File: src/rtl/arbitro_pkg.sv
// Shared types and constants for the data-memory arbiter.
// Build macro ARB_ROUND_ROBIN_EN selects round-robin tie-breaking (default: fixed priority to port A).
package arbitro_pkg;

    localparam int ADDR_W_PADRAO = 7;
    localparam int DATA_W_PADRAO = 32;

    localparam bit PORTA_A = 1'b0;
    localparam bit PORTA_B = 1'b1;

    typedef enum logic [1:0] {
        IDLE   = 2'd0,
        ACCESS = 2'd1,
        DONE   = 2'd2
    } estado_t;

endpackage

File: src/rtl/arbitro_memoria_dados_seletor.sv
// Winner selection between ports A and B; the tie policy lives here so the FSM stays policy-agnostic.
// ARB_ROUND_ROBIN_EN: ties go to the port not served last; otherwise port A always wins ties.
module seletor_prioridade
    import arbitro_pkg::*;
(
    input  logic [1:0] req,
    input  logic       ultimo,
    output logic       vencedor,
    output logic       valido
);

    always_comb begin
        valido   = |req;
        // with no request the winner is a don't-care; echoing the pointer keeps it observable
        vencedor = ultimo;
`ifdef ARB_ROUND_ROBIN_EN
        if (req[PORTA_A] && req[PORTA_B])
            vencedor = ~ultimo;
        else if (req[PORTA_A])
            vencedor = PORTA_A;
        else if (req[PORTA_B])
            vencedor = PORTA_B;
`else
        if (req[PORTA_A])
            vencedor = PORTA_A;
        else if (req[PORTA_B])
            vencedor = PORTA_B;
`endif
    end

endmodule

File: src/rtl/arbitro_memoria_dados.sv
// Two-port arbiter/sequencer for the single-port data memory: IDLE -> ACCESS -> DONE per access.
// Tie policy selected by ARB_ROUND_ROBIN_EN (see seletor_prioridade).
module arbitro_memoria_dados
    import arbitro_pkg::*;
#(
    parameter int ADDR_W = ADDR_W_PADRAO,
    parameter int DATA_W = DATA_W_PADRAO
) (
    input  logic              clock,
    input  logic              reset,

    input  logic              a_req,
    input  logic              a_we,
    input  logic [ADDR_W-1:0] a_addr,
    input  logic [DATA_W-1:0] a_wdata,
    output logic              a_ack,
    output logic [DATA_W-1:0] a_rdata,

    input  logic              b_req,
    input  logic              b_we,
    input  logic [ADDR_W-1:0] b_addr,
    input  logic [DATA_W-1:0] b_wdata,
    output logic              b_ack,
    output logic [DATA_W-1:0] b_rdata,

    output logic              busy,
    output logic              mem_ler,
    output logic              mem_escrever,
    output logic [ADDR_W-1:0] mem_endereco,
    output logic [DATA_W-1:0] mem_dado_escrever,
    input  logic [DATA_W-1:0] mem_dado_ler
);

    estado_t estado, proximo;
    logic    we_l;
    logic    dono;
    logic    ultimo;
    logic    vencedor;
    logic    valido;
    logic    concede;

    seletor_prioridade u_seletor (
        .req      ({b_req, a_req}),
        .ultimo   (ultimo),
        .vencedor (vencedor),
        .valido   (valido)
    );

    assign concede = (estado == IDLE) && valido;

    always_ff @(posedge clock or posedge reset) begin
        if (reset) estado <= IDLE;
        else       estado <= proximo;
    end

    // requests are only looked at in IDLE, so DONE cannot re-serve a request still held high
    always_comb begin
        proximo = estado;
        case (estado)
            IDLE:    if (valido) proximo = ACCESS;
            ACCESS:  proximo = DONE;
            DONE:    proximo = IDLE;
            default: proximo = IDLE;
        endcase
    end

`ifdef ARB_ROUND_ROBIN_EN
    always_ff @(posedge clock or posedge reset) begin
        if (reset)        ultimo <= PORTA_B;
        else if (concede) ultimo <= vencedor;
    end
`else
    assign ultimo = PORTA_B;
`endif

    // address/data registers double as the memory-facing outputs and hold between accesses
    always_ff @(posedge clock or posedge reset) begin
        if (reset) begin
            we_l              <= 1'b0;
            dono              <= PORTA_A;
            mem_endereco      <= '0;
            mem_dado_escrever <= '0;
        end else if (concede) begin
            dono <= vencedor;
            if (vencedor == PORTA_B) begin
                we_l              <= b_we;
                mem_endereco      <= b_addr;
                mem_dado_escrever <= b_wdata;
            end else begin
                we_l              <= a_we;
                mem_endereco      <= a_addr;
                mem_dado_escrever <= a_wdata;
            end
        end
    end

    always_ff @(posedge clock or posedge reset) begin
        if (reset) begin
            a_ack   <= 1'b0;
            b_ack   <= 1'b0;
            a_rdata <= '0;
            b_rdata <= '0;
        end else begin
            a_ack <= (estado == ACCESS) && (dono == PORTA_A);
            b_ack <= (estado == ACCESS) && (dono == PORTA_B);
            if ((estado == ACCESS) && !we_l) begin
                if (dono == PORTA_B) b_rdata <= mem_dado_ler;
                else                 a_rdata <= mem_dado_ler;
            end
        end
    end

    assign busy         = (estado != IDLE);
    assign mem_ler      = (estado == ACCESS) && !we_l;
    assign mem_escrever = (estado == ACCESS) && we_l;

endmodule

File: config.mk
export PLATFORM = sky130hd
export DESIGN_NAME = arbitro_memoria_dados
export DESIGN_NICKNAME = d
export VERILOG_FILES = /design/src/rtl/arbitro_pkg.sv /design/src/rtl/arbitro_memoria_dados_seletor.sv /design/src/rtl/arbitro_memoria_dados.sv
export SDC_FILE = /design/constraint.sdc
export NUM_CORES = 1
export LEC_CHECK = 0
export CAP_MARGIN = 20
export CORE_MARGIN = 2
export CORE_UTILIZATION = 44
export CTS_BUF_LIST = sky130_fd_sc_hd__clkbuf_8 sky130_fd_sc_hd__clkbuf_16
export DETAILED_ROUTE_END_ITERATION = 8
export PLACE_DENSITY = 0.95
export SYNTH_ARGS = -nofsm -noshare
export SYNTH_HDL_FRONTEND = slang
export SYNTH_SLANG_ARGS = --single-unit
File: constraint.sdc
create_clock -name clock -period 8.15 [get_ports clock]
set_input_delay 0.815 -clock clock [delete_from_list [all_inputs] [get_ports clock]]
set_output_delay 0.815 -clock clock [all_outputs]
set_load 0.005 [all_outputs]
# After elaboration in Yosys (flattened, before gate mapping)
# Cells that the tools add are included.
# classes
eq_ne	2
muxes	6
bitwise	1
reduce_logical	11
# ops
cell	count
32-bit 2-to-1 mux	1
7-bit 2-to-1 mux	1
1-bit logical AND	5
2-bit one-hot mux with 2 select lines	1
2-bit AND reduction	2
2-bit by 1-bit == test with 1-bit output (second input constant)	1
2-bit zero test	1
1-bit 2-to-1 mux	2
2-bit 2-to-1 mux	1
2-bit inequality test (second input constant)	1
2-bit nonzero test	1
2-bit OR reduction	1
1-bit zero test	1
1-bit NOT	1
# totals
regBits	109
in_bits	116
out_inout_bits	108
wordCells	29

# Longest topological paths before layout
# Gate-level depths: netlist (run 1).
# depth
word_depth	3
mapped_depth	4
depth_no_buf	3

# Hierarchy
# From an unflattened synthesis (run 1), not the netlist that was laid out.
# hier_totals
cells_unflattened	284
area_unflattened_um2	4708.3
# modules_own_cells
mod	instances	cells_per_inst	area_per_inst_um2	seq_area_each_um2
arbitro_memoria_dados	1	282	4692.0	2727.6
seletor_prioridade	1	2	16.3	0.0

# Worst setup path before layout (run 1)
# No wires, ideal clock.
# synth_timing
kind	input-to-reg
startpoint	in a_req
endpoint	reg mem_dado_escrever[10]
setup_time_ns	0.125
t_arrival_ns	1.791
required_ns	8.025
setup_slack_ns	6.235
stages	4
n_path_buf	2
cell_sequence	clkbuf_1 buf_2 mux2_2 mux2_2
# synth_between
elab_chain_cells	2
word_cells_on_any_way	3
cone_classes	1 x mux; 2 x reduce/logical
# synth_rtl
item	line_no	rtl
start: declaration	arbitro_memoria_dados.sv:12	input logic a_req,
2-bit OR reduction	arbitro_memoria_dados_seletor.sv:13	valido = |req;
1-bit logical AND	arbitro_memoria_dados.sv:49	assign concede = (estado == IDLE) && valido;
end signal: assignment	arbitro_memoria_dados.sv:88	mem_dado_escrever <= b_wdata;
end signal: assignment	arbitro_memoria_dados.sv:92	mem_dado_escrever <= a_wdata;
end: declaration	arbitro_memoria_dados.sv:30	output logic [DATA_W-1:0] mem_dado_escrever,
# Several ways; a longest one is shown, not always the timed one.
# A chain may end at the register's enable or synchronous reset.

# Worst setup path after layout (run 1)
# layout_timing
startpoint	in a_req
endpoint	reg mem_dado_escrever[9]
# The elaborated chain is that of the path after synthesis.

==> results of run 1 <==
-- state kept, by name, summed over array words and instances (netlist names), 2 cells and up --
register	flops
mem_endereco	7
estado	2
b_rdata	32
mem_dado_escrever	32
a_rdata	32
-- how the worst min path moves through the flow --
| stage | startpoint | end | slack, ns | cells after the start |
|---|---|---|---|---|
| after global routing | b_rdata[24] | b_rdata[24] | 0.52 | 1 |
| after floorplan | a_rdata[24] | a_rdata[24] | 0.48 | 1 |
| after global placement | b_rdata[24] | b_rdata[24] | 0.47 | 1 |
| final | a_rdata[24] | a_rdata[24] | 0.50 | 1 |
| after CTS | b_rdata[24] | b_rdata[24] | 0.50 | 1 |
| after detailed placement | b_rdata[24] | b_rdata[24] | 0.48 | 1 |
-- Yosys cell counts --
master | instances | area share [%]
a21oi_1 | 2 | 0.22
and2_1 | 2 | 0.27
buf_2 | 4 | 0.44
buf_4 | 3 | 0.49
buf_6 | 7 | 1.7
clkbuf_1 | 1 | 0.082
dfrtp_1 | 109 | 60
inv_1 | 3 | 0.25
mux2_1 | 4 | 0.98
mux2_2 | 140 | 34
nand2b_4 | 1 | 0.30
nor2_1 | 3 | 0.25
nor3_4 | 1 | 0.36
nor3b_4 | 1 | 0.41
o21a_2 | 1 | 0.19
-- metal layers --
| layer | share of wire, % | global-route usage, % |
|---|---|---|
| met1 | 36 | 21.8 |
| met2 | 54 | 37.8 |
| met3 | 7.1 | 4.72 |
| met4 | 2.3 | 6.95 |
| met5 | 0 | 0 |
-- area by class of cell --
class / count / area (um^2)
well taps: 136 / 170
repair buffers: 226 / 2250
flip-flops and latches: 109 / 2730
clock buffers: 10 / 138
inverters: 3 / 13.8
clock inverters: 6 / 76.3
fillers: 738 / 3140
multi-input cells: 155 / 1710
-- metrics by stage --
stage	instance area, um^2	power (mW)	hold WS, ns	util, %
floorplan	4580	1.45	0.483	-
global placement	6870	2.09	0.469	67.2
detailed placement	6870	2.15	0.479	67.2
CTS	7090	2.50	0.502	69.3
global route	7090	2.61	0.519	69.3
finish	7090	2.46	0.497	69.3
-- where the power goes --
part	internal (mW)	total, mW	switching [mW]
Combinational	0.799	1.15	0.351
Clock	0.157	0.343	0.186
Sequential	0.817	0.968	0.151
Total	1.77	2.46	0.688
-- cell usage in the layout (no fill, tap or decap) --
cell	instances
nor3_4	1
mux2_2	140
clkinv_4	1
clkbuf_8	10
inv_1	2
mux2_1	4
clkdlybuf4s50_1	222
dfrtp_1	109
buf_2	1
nand2b_4	1
inv_6	3
a21oi_1	2
o21a_2	1
nor3b_4	1
and2_1	2
nor2_1	3
inv_4	1
buf_4	3
inv_8	1
bufinv_16	1
-- cells by family (layout without fill, tap and decap cells) --
kind of cell / after synthesis / in the layout / share of synthesized area, %
multiplexers: 144 / 144 / 35.4
AO/OA/AOI/OAI: 3 / 3 / 0.410
buffers and inverters: 18 / 245 / 2.98
flip-flops: 109 / 109 / 59.6
AND/OR/NAND/NOR: 8 / 8 / 1.59
==> reports/results.ini, run 1 <==
[power_and_ir_drop]
peakVddDrop_mv = 0.175
p_per_area_nw_per_um2 = 347
leakagePower_nw = 2.90

[grt]
antenna_found_initial = 0
grt_pass1_wl_um = 17600
overflow = 0
grt_pass1_vias = 3465
grt.total_usage_pct = 20.0
grt_max_degree = 73

[yosys]
syn_area_um2 = 4580
avgSynthCellArea_um2 = 16.2
ys_warn_count = 0
ys_seq_area_share_pct = 59.6
syn-num-nets = 398
ys_ff_latch = 109
synthDistinctLibCells = 15
syn_inst = 282

[min_path]
hold_path_class = reg2reg

[placed_design]
io_buffers = 223
finalWeightedCongestion = 0.731
dp_hpwl_um = 8360
dpl.cell_count = 629
dp_slack_ns = 5.16

[timing]
worstMarginPinSlew_ns = 0.943
worst_slack_ns = 5.54
drv_slew = 0
max_freq_ghz = 0.383
setup_viol = 0
finalClockSkew_ns = 0.0127
rsz0062_at_grt = false
period_share_pct = 32.0
hold_viol = 0
layout_min_cycle_time_ns = 2.61
max_slew_margin_pct = 37.1
finalSetupTns_ns = 0

[critical_path]
worstSetupStartpointType = primary input
crit_chain = buf_2 -> o21a_2 -> mux2_2
rr_endpoint = mem_dado_escrever[9]
r2r_start = estado[0]
critPathKind = in2reg
crit_end = mem_dado_escrever[9]
crit_path_end_kind = flip-flop
worstRegToRegCells = 3
arrival_ns = 2.84
critical_path_depth = 3
r2r_setup_slack_ns = 6.15
cp_max_fo = 42
cpMaxStageDelayCell = o21a_2
cp_num_buf_inv = 1
crit_family = compound AO/OA/AOI/OAI gates
crit_required_ns = 8.38
crit_start = a_req
max_stage_delay_ns = 0.90

[floorplan]
rows = 37
start_util_pct = 44.7
die_h_um = 106
dieWidth_um = 106
coreArea_um2 = 10200
dieArea_um2 = 11200
io_pins = 224

[layout]
instances_no_fill = 645
layout-drive-gt1-share_pct = 32.4
antenna_cells = 0
fin_nets = 620
area_growth_pct = 54.9

[clock_network]
cts_sinks = 109
tritoncts = built
cts_root_buffer = clkbuf_8
cts.reportedPaths.clkPinSlew_ns = 0.10
cts_buffers = 9
htreeDepth = 3
hold_buffers = 0
cts_max_path_buffers = 2
clock_latency_ns = 0.35
ctsResizeCount = 0
cts_post_setup_buffers_inserted = 0

[drt]
drt_pre_antenna_iters = 2
wl_per_cell_um = 17.0
drt_iter0_markers = 71
ant_nets = 0
dr_total_vias = 3149
drt-total-wl_um = 11000
drc = 0
viasPerCell = 4.88

[run_status]
outcome = complete, no violations

[flow_run]
cap_violations = 0

(Power assumes the default switching activity.)
==> run 2: changes to the inputs <==
- CORE_UTILIZATION: 44 -> 37
- PLACE_DENSITY: 0.95 -> 0.88
- clock period: 8.15 -> 2.3 ns (I/O delays scaled with it)
==> run 2 against run 1 <==
Net effect: first-iteration DRC count rose by 63%; global-route usage fell by 3.0 points; critical endpoint is now mem_escrever; die area rose by 18%; critical path depth rose by 1; clock-buffer cell count rose by 1; sequential power rose to 3.6 times the previous value; routed wire length rose by 2.9%; sequential cell count did not move; total power rose to 3.7 times the previous value; via count rose by 0.70%; sequential share of layout area fell by 0.90 points.
==> reports/results.ini, run 2 (synthesis gave the netlist of run 1 again) <==
[critical_path]
crit_path_end_kind = primary output  ; was flip-flop
cp_num_buf_inv = 2  ; was 1
max_stage_delay_ns = 0.51  ; was 0.90 ns
rr_endpoint = mem_dado_escrever[11]  ; was mem_dado_escrever[9]
worstRegToRegCells = 4  ; was 3
cp_max_fo = 5  ; was 42
crit_start = estado[1]  ; was a_req
r2r_setup_slack_ns = 0.56  ; was 6.15 ns
crit_family = buffers and inverters  ; was compound AO/OA/AOI/OAI gates
crit_chain = nand2b_4 -> inv_1 -> and2_1 -> clkdlybuf4s50_1  ; was buf_2 -> o21a_2 -> mux2_2
r2r_start = estado[0]  ; unchanged
worstSetupStartpointType = flip-flop  ; was primary input
crit_required_ns = 2.07  ; was 8.38 ns
arrival_ns = 1.63  ; was 2.84 ns
critPathKind = reg2out  ; was in2reg
cpMaxStageDelayCell = clkdlybuf4s50_1  ; was o21a_2

[min_path]
holdCritStartpoint = a_req  ; was a_rdata[24]
hold-path-endpoint = dono  ; was a_rdata[24]
worstHoldPathCells = 2  ; was 1
hold_path_class = in2reg  ; was reg2reg

[timing]
hold_viol = 0  ; unchanged
max_freq_ghz = 0.539
layout_min_cycle_time_ns = 1.86
period_share_pct = 80.7
finalClockSkew_ns = 0.00474  ; was 0.0127 ns
setup_viol = 0  ; unchanged
rsz0062_at_grt = false  ; unchanged
max_slew_margin_pct = 67.2  ; was 37.1%
drv_slew = 0  ; unchanged
finalSetupTns_ns = 0  ; unchanged
worstMarginPinSlew_ns = 0.492  ; was 0.943 ns

[drt]
drt-total-wl_um = 11300  ; was 11,000 um
top_layer_used = met4  ; unchanged
met3_length_um = 734  ; was 778 um
wl_met2_um = 5930  ; was 5940 um
viasPerCell = 4.68  ; was 4.88
drt_iter0_markers = 116  ; was 71
dr_total_vias = 3171  ; was 3,149
ant_nets = 0  ; unchanged
wl_per_cell_um = 16.6  ; was 17.0 um
drt_pre_antenna_iters = 4  ; was 2
drc = 0  ; unchanged
met1_length_um = 4360  ; was 3990 um

[grt]
grt_pass1_vias = 3455  ; was 3,465
grt_max_degree = 52  ; was 73
antenna_found_initial = 0  ; unchanged
overflow = 0  ; unchanged
grt_pass1_wl_um = 17500  ; was 17,600 um
grt.total_usage_pct = 17.0  ; was 20.0%

[layout]
mostFrequentLayoutCells = 222 x clkdlybuf4s50_1, 140 x mux2_2, 109 x dfrtp_1, 9 x clkbuf_16, 5 x buf_4  ; was 222 x clkdlybuf4s50_1, 140 x mux2_2, 109 x dfrtp_1, 10 x clkbuf_8, 4 x mux2_1
final_core_util_pct = 60.2  ; was 69.3%
final_common_cell = clkdlybuf4s50_1  ; unchanged
fin_nets = 624  ; was 620
nFillCells = 975  ; was 738
largestRegisters = a_rdata x32, b_rdata x32, mem_dado_escrever x32  ; unchanged
area_growth_pct = 58.6  ; was 54.9%
postLayoutCellArea_um2 = 7260  ; was 7090 um^2
layout-drive-gt1-share_pct = 32.5  ; was 32.4%
antenna_cells = 0  ; unchanged

[floorplan]
start_util_pct = 37.9  ; was 44.7%
die_h_um = 115  ; was 106 um
coreArea_um2 = 12100  ; was 10,200 um^2
dieArea_um2 = 13300  ; was 11,200 um^2
rows = 40  ; was 37
io_pins = 224  ; unchanged
dieWidth_um = 115  ; was 106 um

[clock_network]
cts_sinks = 109  ; unchanged
htreeDepth = 3  ; unchanged
cts_root_buffer = clkbuf_16  ; was clkbuf_8
cts.reportedPaths.clkPinSlew_ns = 0.07  ; was 0.10 ns
hold_buffers = 0  ; unchanged
clock_latency_ns = 0.33  ; was 0.35 ns
cts_buffers = 9  ; unchanged
tritoncts = built  ; unchanged
cts_max_path_buffers = 2  ; unchanged
cts_post_setup_buffers_inserted = 0  ; unchanged
ctsResizeCount = 0  ; unchanged

[power_and_ir_drop]
leakagePower_nw = 2.95  ; was 2.90 nW
p_per_area_nw_per_um2 = 1250  ; was 347 nW/um^2
power_mw = 9.09  ; was 2.46 mW
peakVddDrop_mv = 0.509  ; was 0.175 mV

[placed_design]
dp_hpwl_um = 8470  ; was 8360 um
finalWeightedCongestion = 0.741  ; was 0.731
dpl_cell_area_um2 = 6970  ; was 6870 um^2
io_buffers = 223  ; unchanged

[run_status]
outcome = complete, no violations  ; unchanged

[flow_run]
cap_violations = 0  ; unchanged

[run 2: changes by cell type in the layout (fill, tap and decap cells not counted)]
cell,before,now
inv_8,1,0
clkinv_2,0,1
inv_4,1,0
clkinvlp_4,0,1
inv_6,3,0
buf_12,0,2
clkbuf_8,10,2
clkinv_4,1,0
clkbuf_16,0,9
buf_4,3,5
[run 2: cell type report]
cell class	count	area [um^2]	area share, %
inverter	3	15.0	0.207
sequential	109	2730	37.6
clock inverter	2	35.0	0.483
timing repair buffer	230	2300	31.8
tap	168	210	2.90
multi-input combinational	155	1710	23.6
clock buffer	11	253	3.48
[run 2: per-stage QoR]
| stage | worst slack (ns) | instances | hold slack [ns] |
|---|---|---|---|
| after floorplan | 0.755 | 282 | 0.365 |
| after global placement | 0.556 | 665 | 0.432 |
| after detailed placement | 0.503 | 665 | 0.451 |
| after CTS | 0.418 | 678 | 0.0887 |
| after global routing | 0.391 | 678 | 0.115 |
| final | 0.445 | 678 | 0.103 |
[run 2: layer usage]
| layer | vias up | track usage (%) |
|---|---|---|
| met2 | 126 | 30.6 |
| met5 | - | 0 |
| met1 | 1580 | 19.4 |
| met3 | 17 | 3.43 |
| met4 | 0 | 7.87 |
| li1 | 1448 | - |
[run 2: how the worst max path moves through the flow]
stage                                        to  slack [ns]  depth (start not counted)
after detailed placement  mem_dado_escrever[11]        0.50                          4
after global routing               mem_escrever        0.39                          4
after floorplan                           a_ack        0.75                          1
final                              mem_escrever        0.44                          4
after CTS                          mem_escrever        0.42                          4
after global placement    mem_dado_escrever[13]        0.56                          4
[run 2: report_power, final]
group          total, mW  internal [mW]  switching (mW)
clock network       1.51          0.884           0.630
logic               4.13           2.87            1.26
registers           3.45           2.90           0.543
[run 2: worst register-to-register path: cells and delay by family, from the launching register on]
kind / cells / cell delay (ns)
mux: 1 / 0.38
flops: 1 / 0.41
compound gates: 1 / 0.37
simple gates: 1 / 0.21
buf+inv: 1 / 0.25
==> run 3: changes to the inputs <==
- CORE_UTILIZATION: 37 -> 41
- PLACE_DENSITY: 0.88 -> 0.92
- clock period: 2.3 -> 1.8 ns (I/O delays scaled with it)
==> run 3 against run 2 <==
Net effect: register-to-register slack worse by 0.31 ns; clock-buffer cell count down 2; die area down 9.4%; clock skew up 0.0048 ns; global-route usage up 1.5 points; core utilization up 5.4 points; hold slack worse by 0.0095 ns; first-iteration DRC count down 12%; total power up 22%; routed wire length down 1.3%; critical path type unchanged.
==> reports/results.ini, run 3 (synthesis gave the netlist of run 1 again) <==
[run_status]
outcome = complete, no violations  ; unchanged

[timing]
period_share_pct = 94.3
drv_slew = 0  ; unchanged
finalClockSkew_ns = 0.00955  ; was 0.00474 ns
worst_slack_ns = 0.103  ; was 0.445 ns
max_slew_margin_pct = 61.8  ; was 67.2%
max_freq_ghz = 0.589
hold_viol = 0  ; unchanged
rsz0062_at_grt = false  ; unchanged
finalSetupTns_ns = 0  ; unchanged
worstMarginPinSlew_ns = 0.573  ; was 0.492 ns
setup_viol = 0  ; unchanged
layout_min_cycle_time_ns = 1.70
hold-worst-slack_ns = 0.0940  ; was 0.103 ns

[grt]
antenna_found_initial = 0  ; unchanged
grt_max_degree = 110  ; was 52
grt_pass1_vias = 3476  ; was 3,455
overflow = 0  ; unchanged
grt_pass1_wl_um = 17100  ; was 17,500 um
grt.total_usage_pct = 18.5  ; was 17.0%

[critical_path]
crit_path_end_kind = primary output  ; unchanged
critPathKind = reg2out  ; unchanged
crit_required_ns = 1.62  ; was 2.07 ns
worstRegToRegCells = 4  ; unchanged
worstSetupStartpointType = flip-flop  ; unchanged
arrival_ns = 1.52  ; was 1.63 ns
cp_max_fo = 3  ; was 5

[clock_network]
clock_latency_ns = 0.35  ; was 0.33 ns
cts_sinks = 109  ; unchanged
tritoncts = built  ; unchanged
cts_buffers = 9  ; unchanged
cts_max_path_buffers = 2  ; unchanged
hold_buffers = 0  ; unchanged
htreeDepth = 3  ; unchanged
cts.reportedPaths.clkPinSlew_ns = 0.11  ; was 0.07 ns
cts_root_buffer = clkbuf_8  ; was clkbuf_16

[drt]
drt_iter0_markers = 102  ; was 116
viasPerCell = 4.81  ; was 4.68
wl_per_cell_um = 17.0  ; was 16.6 um
drc = 0  ; unchanged
drt_pre_antenna_iters = 4  ; unchanged
drt-total-wl_um = 11100  ; was 11,300 um
dr_total_vias = 3140  ; was 3,171
ant_nets = 0  ; unchanged

[placed_design]
dp_hpwl_um = 8350  ; was 8470 um
dpl.cell_count = 637  ; was 665
finalWeightedCongestion = 0.725  ; was 0.741
io_buffers = 223  ; unchanged
dpl_cell_area_um2 = 6960  ; was 6970 um^2
dp_slack_ns = 0.258  ; was 0.503 ns

[floorplan]
dieArea_um2 = 12000  ; was 13,300 um^2
start_util_pct = 42.0  ; was 37.9%
io_pins = 224  ; unchanged
coreArea_um2 = 10900  ; was 12,100 um^2
dieWidth_um = 110  ; was 115 um
die_h_um = 110  ; was 115 um
rows = 38  ; was 40

[power_and_ir_drop]
peakVddDrop_mv = 0.896  ; was 0.509 mV
leakagePower_nw = 2.92  ; was 2.95 nW
p_per_area_nw_per_um2 = 1550  ; was 1250 nW/um^2

[layout]
area_growth_pct = 56.0  ; was 58.6%
antenna_cells = 0  ; unchanged
layout-drive-gt1-share_pct = 32.7  ; was 32.5%
fin_nets = 624  ; unchanged
instances_no_fill = 653  ; was 678
mostFrequentLayoutCells = 220 x clkdlybuf4s50_1, 140 x mux2_2, 109 x dfrtp_1, 9 x clkbuf_8  ; was 222 x clkdlybuf4s50_1, 140 x mux2_2, 109 x dfrtp_1, 9 x clkbuf_16, 5 x buf_4
largestRegisters = a_rdata x32, b_rdata x32, mem_dado_escrever x32  ; unchanged
final_common_cell = clkdlybuf4s50_1  ; unchanged
postLayoutCellArea_um2 = 7140  ; was 7260 um^2

[flow_run]
cap_violations = 0  ; unchanged

[min_path]
worstHoldPathCells = 2  ; unchanged
hold_path_class = in2reg  ; unchanged

-- run 3: changes by cell type in the layout (fill, tap and decap cells not counted), sizes merged, moves of 2 or more --
| cell | before | now |
|---|---|---|
| inv | 2 | 6 |
| clkbuf | 11 | 9 |
| clkdlybuf4s50 | 222 | 220 |
| dlygate4sd2 | 0 | 2 |
-- run 3: critical path, cell delays in order, from the launching register on --
cell	delay (ns)
dfrtp_1	0.42
nor2_1	0.14
buf_4	0.14
inv_1	0.03
clkdlybuf4s50_1	0.43
-- run 3: layout make-up --
cell class                      count  area [um^2]
Multi-Input combinational cell    155         1710
Clock inverter                      7         60.1
Inverter                            3         15.0
Fill cell                         816         3750
Sequential cell                   109         2730
Timing Repair Buffer              230         2330
Clock buffer                        9          124
Tap cell                          140          175
-- run 3: final timing paths --
kind,slack (ns),start,end
max in group asynchronous,1.04,reset,mem_dado_escrever[12]
min in group asynchronous,0.31,reset,a_rdata[22]
min reg2reg,0.50,a_rdata[24],a_rdata[24]
min,0.09,a_req,dono
max reg2reg,0.25,estado[1],b_rdata[31]
max,0.10,estado[0],busy
-- run 3: power by group --
part | switching, mW | internal [mW] | leakage (nW)
Combinational | 1.62 | 3.70 | 1.53
Clock | 0.848 | 0.529 | 0.0951
Sequential | 0.692 | 3.70 | 1.30
-- run 3: repair_timing --
action | CTS | global route
setup endpoints to repair | 2 | 0
resized for setup | 2 | 0
setup buffers | 0 | 0
-- run 3: routing by layer --
metal	global-route usage (%)	up-vias	wire (um)
met4	7.14	0	273
met1	20.9	1551	4170
met3	4.33	23	698
li1	-	1452	-
met2	33.6	114	5980
met5	0	-	0
-- run 3: through the flow --
stage               utilization [%]  power, mW
global placement               63.9       9.62
global route                   65.6       11.8
floorplan                         -       6.58
finish                         65.6       11.1
detailed placement             63.9       9.86
CTS                            65.6       11.3
